$ cat config.mk
export PLATFORM = sky130hd
export DESIGN_NAME = freq_calc_ctrl
export DESIGN_NICKNAME = d
export VERILOG_FILES = /design/src/rtl/freq_calc_ctrl.sv
export SDC_FILE = /design/constraint.sdc
export NUM_CORES = 1
export LEC_CHECK = 0
export BUFFER_PORTS_ARGS = -buffer_cell sky130_fd_sc_hd__buf_2
export CAP_MARGIN = 5
export CORE_AREA = 8 8 84 86
export DETAILED_ROUTE_END_ITERATION = 7
export DIE_AREA = 0 0 92 94
export PLACE_DENSITY = 0.78
export SYNTH_ARGS = -nofsm -noshare
export SYNTH_HDL_FRONTEND = slang
export SYNTH_SLANG_ARGS = --single-unit
$ cat constraint.sdc
create_clock -name clk -period 2.5 [get_ports clk]
set_input_delay 0.25 -clock clk [delete_from_list [all_inputs] [get_ports clk]]
set_output_delay 0.25 -clock clk [all_outputs]
set_load 0.02 [all_outputs]
$ cat src/rtl/freq_calc_ctrl.sv
// Arms the period counter, captures the period in ms and converts it to
// a frequency in mHz with a sequential restoring divider.
module freq_calc_ctrl #(
  parameter int DIVIDEND = 1000000,
  parameter int PRD_W    = 10,
  parameter int Q_W      = 20
) (
  input  logic             clk,
  input  logic             reset,
  input  logic             start,
  output logic             ready,
  output logic             done_tick,
  output logic             err,
  output logic [Q_W-1:0]   freq,
  output logic             pc_start,
  input  logic             pc_ready,
  input  logic             pc_done_tick,
  input  logic [PRD_W-1:0] pc_prd
);

  localparam int CNT_W = $clog2(Q_W + 1);
  localparam logic [Q_W-1:0] DVD_INIT = Q_W'(DIVIDEND);
  localparam logic [CNT_W-1:0] CNT_INIT = CNT_W'(Q_W);

  typedef enum logic [2:0] {
    S_IDLE,
    S_ARM,
    S_MEAS,
    S_DIV,
    S_DONE
  } state_t;

  state_t state;
  state_t state_nxt;

  logic [PRD_W-1:0] dvsr;
  logic [PRD_W:0]   rem;
  logic [Q_W-1:0]   dvd;
  logic [CNT_W-1:0] cnt;

  logic [PRD_W:0]   trial;
  logic [PRD_W:0]   diff;
  logic             ge;
  logic [PRD_W:0]   rem_nxt;
  logic [Q_W-1:0]   dvd_nxt;
  logic             last;

  logic             load;
  logic             zero_prd;
  logic             step;

  // Quotient bits shift into the dividend register as its MSBs shift out.
  always_comb begin
    trial   = {rem[PRD_W-1:0], dvd[Q_W-1]};
    diff    = trial - {1'b0, dvsr};
    ge      = (trial >= {1'b0, dvsr});
    rem_nxt = ge ? diff : trial;
    dvd_nxt = {dvd[Q_W-2:0], ge};
    last    = (cnt == CNT_W'(1));
  end

  always_comb begin
    state_nxt = state;
    ready     = 1'b0;
    pc_start  = 1'b0;
    done_tick = 1'b0;
    load      = 1'b0;
    zero_prd  = 1'b0;
    step      = 1'b0;
    unique case (state)
      S_IDLE: begin
        ready = 1'b1;
        if (start) state_nxt = S_ARM;
      end
      S_ARM: begin
        if (pc_ready) begin
          pc_start  = !reset;
          state_nxt = S_MEAS;
        end
      end
      S_MEAS: begin
        if (pc_done_tick) begin
          if (pc_prd == '0) begin
            zero_prd  = 1'b1;
            state_nxt = S_DONE;
          end else begin
            load      = 1'b1;
            state_nxt = S_DIV;
          end
        end
      end
      S_DIV: begin
        step = 1'b1;
        if (last) state_nxt = S_DONE;
      end
      S_DONE: begin
        done_tick = !reset;
        state_nxt = S_IDLE;
      end
      default: state_nxt = S_IDLE;
    endcase
  end

  always_ff @(posedge clk) begin
    if (reset) state <= S_IDLE;
    else       state <= state_nxt;
  end

  always_ff @(posedge clk) begin
    if (reset) begin
      freq <= '0;
      err  <= 1'b0;
      dvsr <= '0;
      rem  <= '0;
      dvd  <= '0;
      cnt  <= '0;
    end else if (zero_prd) begin
      freq <= '1;
      err  <= 1'b1;
    end else if (load) begin
      err  <= 1'b0;
      dvsr <= pc_prd;
      rem  <= '0;
      dvd  <= DVD_INIT;
      cnt  <= CNT_INIT;
    end else if (step) begin
      rem <= rem_nxt;
      dvd <= dvd_nxt;
      cnt <= cnt - CNT_W'(1);
      if (last) freq <= dvd_nxt;
    end
  end

endmodule
* Word-level counts from Yosys, hierarchy flattened *
Cells that the tools add are included.
Widths: inputs -> output; s select.

storage, ports and cells
  bits of input ports = 15
  output and inout port bits = 24
  bits in registers = 69
  word-level logic and storage cells = 62

operators by class
  reduce and logical (&&, ||, !) cells = 11
  muxes and demuxes = 30
  $lt $le $gt $ge = 1
  equality and inequality tests = 10
  bitwise gates (word level) = 1
  add/subtract/negate cells = 2

operator list
  kind                 number
  $mux 20              6
  $mux 10              3
  $mux 3               5
  $mux 1               13
  $pmux 3 s4           1
  $ge 11x10->1         1
  $logic_not 10->1     1
  $mux 5               2
  $sub 10x10->10       1
  $ne 2x2->1 const B   4
  $reduce_bool 2->1    4
  $eq 3x2->1 const B   2
  $eq 5x1->1 const B   1
  $sub 5x1->5 const B  1
  $reduce_and 2->1     2
  $reduce_and 4->1     1
  $eq 3x1->1 const B   1
  $eq 3x3->1 const B   1
  $logic_not 3->1      1
  $reduce_and 3->1     1
  $ne 2x1->1 const B   1
  $logic_not 1->1      1
  $not 1->1            1

* Longest topological paths before layout *
  word-level depth = 6
  depth in mapped cells = 9
  mapped depth without buffers = 9

* Worst setup path after synthesis *
OpenSTA, ideal clock, no wires.

  kind = reg2reg
  start point = reg dvsr[6]
  end point = reg rem[7]
  data required time = 2.378 ns
  setup slack = 0.503 ns
  cell stages (with the launch flop) = 8
  library setup time = 0.122 ns
  clock period less this slack = 1.997 ns
  arrival time = 1.875 ns
  path buffers = 0
  cells stage by stage = dfxtp_1 inv_1 ha_1 a21o_1 o311a_4 o211ai_4 nor3_1 a221o_1

between the ends
  cells in the longest elaborated chain, start to end = 4
  elaborated cells on any way between the ends = 5
  those cells by class = 1 x add/sub; 1 x order compare; 3 x mux

RTL lines
  item                                            line    RTL
  from (decl)                                     36      logic [PRD_W-1:0] dvsr;
  from (signal assigned)                          122     dvsr <= pc_prd;
  $sub 10x10->10 or $ge 11x10->1 (tied branches)  55, 56
  $mux 10 *                                       57      rem_nxt = ge ? diff : trial;
  $mux 10 *                                       126     end else if (step) begin
  $mux 10 *                                       120     end else if (load) begin
  to (signal assigned)                            127     rem <= rem_nxt;
  to (decl)                                       37      logic [PRD_W:0] rem;

Every way passes the cells marked *; elsewhere a longest branch is shown, timed or not. The select of a mux whose other input is x is not followed.
A chain may end at the register's enable or synchronous reset.

* Worst setup path in the final report *
  start point = reg dvd[19]
  end point = reg rem[6]

between the ends
  cells in the longest elaborated chain, start to end = 4
  elaborated cells on any way between the ends = 5
  those cells by class = 1 x add/sub; 1 x order compare; 3 x mux

RTL lines
  item                                            line    RTL
  from (decl)                                     38      logic [Q_W-1:0] dvd;
  from (signal assigned)                          128     dvd <= dvd_nxt;
  $sub 10x10->10 or $ge 11x10->1 (tied branches)  55, 56
  $mux 10 *                                       57
  $mux 10 *                                       126
  $mux 10 *                                       120

Marks and branches as above.

==> out/metrics.yaml <==
floorplanning:
  core-area_um2: 5750
  die-area_um2: 8650
  ioPinCount: 39
  die_w_um: 92
  initial_core_util: 0.567
  fp-row-count: 28
  die_height_um: 94
global_routing:
  grt_pass1_vias: 2730
  grt-ovfl-total: 0
  antenna_found_initial: 0
  grt_max_degree: 36
  grt_pass1_wl_um: 12400
  groute.usage.overall: 0.174
finish:
  layout_commonest_cell: "dfxtp_1"
  fillers: 523
  utilization: 0.640
  n_antenna_cell: 0
  final_cell_mix: "69 x dfxtp_1, 62 x nor2_1, 38 x nor3_1, 38 x nand2_1, 38 x buf_2"
  nNetsFinal: 450
  syn_to_final_growth_pct: 13.0
  drive_gt1_frac: 0.178
worst_hold_path:
  min_path_cells: 3
  holdPathEnd: "dvsr[7]"
  min_from: "pc_prd[7]"
  min_path_type: "in -> reg"
sta:
  slew_headroom: 0.524
  fmax_mhz: 444
  clock_skew_ns: 0.0128
  maxSlewViolCount: 0
  hold_violations: 0
  finalSetupViolCount: 0
  setup_tns_ns: 0
  min_period_ns: 2.25
  setup_slack_ns: 0.249
  grt_setup_unrepaired: "false"
  period_share: 0.900
  worstMarginPinSlew_ns: 0.704
critical_path:
  arrival_ns: 2.48
  crit_slowest_cell: "fa_1"
  max_stage_delay_ns: 0.41
  reg2reg_depth: 9
  crit_top_cell: "a21oi_1"
  reg2reg_from: "dvd[19]"
  cp.required_ns: 2.73
  path_class: "reg -> reg"
  cp_max_fo: 3
  ff2ff_setup_slack_ns: 0.25
  r2r-end: "rem[6]"
  crit_chain: "inv_1 > ha_1 > fa_1 > nor2b_1 > o21ai_0 > a21oi_1 > mux2i_1 > a21oi_1 > a221o_1"
  crit_path_start_kind: "flip-flop"
  cp-startpoint: "dvd[19]"
  endpoint_kind: "flip-flop"
run_status:
  outcome: "completed"
logic_synthesis:
  yosys_register_bits: 69
  synthFlopType: "dfxtp_1"
  netlist_instances: 389
  syn_area_um2: 3260
  seq_area_frac_synth: 0.424
  synthTopCellsByArea: "dfxtp_1 42%, nor2_1 7.1%, nor3_1 5.8%"
  yosysTopAreaCell: "dfxtp_1"
  synth.distinct_cells: 54
  async_flop_share: 0
  yosys_warnings: 0
  synth_fp_nets: 417
  synth_edf_count: 0
  syn_area_per_cell_um2: 8.37
  synth_top_area_share: 0.424
clock_tree:
  cts_tree: "yes"
  clock_latency_ns: 0.34
  root_buffer: "clkbuf_8"
  cts.sinks: 69
  clk_path_buf_depth: 2
  clkTransAtPathRegs_ns: 0.07
  cts-resized-gates: 0
  cts_buffers: 9
  htree_num_levels: 3
  hold_buffers: 0
  post_cts_buffers: 0
placed_design:
  pre_cts_slack_ns: 0.280
  dp_hpwl_um: 5010
  gp_congestion: 0.861
  port_buffers: 38
run:
  drv_cap: 0
routing:
  drc: 0
  vias_per_cell: 5.66
  avgRoutedWirePerCell_um: 14.6
  first_pass_iters: 4
  antenna_left: 0
  initialDrtViolationCount: 187
  totalWireLength_um: 7310
  vias: 2838
power_and_ir_drop:
  total_power_w: 0.00272
  pwr_density_cell_nw_per_um2: 739
  p_leak_nw: 1.52
  peakVddDrop_uv: 554
-- sequential cells by signal, summed over array words and instances (netlist names) --
| register | count |
|---|---|
| freq | 20 |
| state | 3 |
| cnt | 5 |
| dvd | 20 |
| dvsr | 10 |
| err | 1 |
| rem | 10 |
-- cell usage after synthesis (2+ instances only) --
cell type   n
nor2_1     62
a21o_1      4
a22oi_1     5
a31oi_1     2
ha_1       12
nand3_2     2
buf_2       7
nor4b_1     2
nand3_1    14
nand2b_1    2
nor3_1     38
nand4_1     3
buf_1       2
and3_1      2
nor4_4      2
dfxtp_1    69
a311oi_1    3
inv_1      16
o21ai_1     2
a211oi_1    5
xor2_1      4
a221o_1     5
nand2_1    38
nor2b_1     4
mux2i_1     4
o21ai_0     6
clkbuf_1   13
a21oi_1    33
xnor2_1     3
-- cells by family after synthesis --
kind of cell,Yosys count,share of synthesized area
compound gates,77,0.164
simple gates,179,0.277
xor+xnor,7,0.0188
flops,69,0.424
fa+ha+maj,13,0.0522
buf+inv,40,0.0522
mux,4,0.0123
-- per-stage QoR --
stage	instance area, µm²	hold slack (ns)	instances
2_1_floorplan	3260	0.386	389
3_3_place_gp	3490	0.444	486
3_5_place_dp	3490	0.446	486
4_1_cts	3680	0.143	501
5_1_grt	3680	0.167	501
6_report	3680	0.159	501
-- layer usage --
metal,global-route usage,share of wire,up-vias
met5,0,0,-
met4,0.0805,0.017,0
met2,0.280,0.46,88
met1,0.219,0.47,1316
met3,0.0352,0.052,11
li1,-,-,1423
-- cell type report --
class | count | area [µm²] | area share
Tap cell | 75 | 93.8 | 0.0255
Clock inverter | 6 | 65.1 | 0.0177
Timing Repair Buffer | 46 | 250 | 0.0680
Sequential cell | 69 | 1380 | 0.375
Inverter | 16 | 60.1 | 0.0163
Multi-Input combinational cell | 280 | 1710 | 0.463
Clock buffer | 9 | 124 | 0.0337
-- power breakdown --
part | switching [W] | total (W) | internal, W
Combinational | 0.000357 | 0.000605 | 0.000248
Clock | 0.000419 | 0.000874 | 0.000454
Sequential | 0.0000741 | 0.00124 | 0.00117
Total | 0.000851 | 0.00272 | 0.00187
-- worst max-delay path by stage --
| stage | endpoint | slack [ns] |
|---|---|---|
| after floorplan | rem[7] | 0.50 |
| after global placement | rem[6] | 0.39 |
| after detailed placement | rem[6] | 0.28 |
| after CTS | rem[6] | 0.28 |
| after global routing | rem[6] | 0.11 |
| final | rem[6] | 0.25 |
-- worst max-delay path, delay by kind of cell, from the launching register on --
kind            cells  cell delay, ns
compound gates      4            0.79
fa+ha+maj           2            0.61
flops               1            0.33
mux                 1            0.23
simple gates        1            0.13
buf+inv             1            0.05
Note: power is estimated with default switching activity, not from simulation.
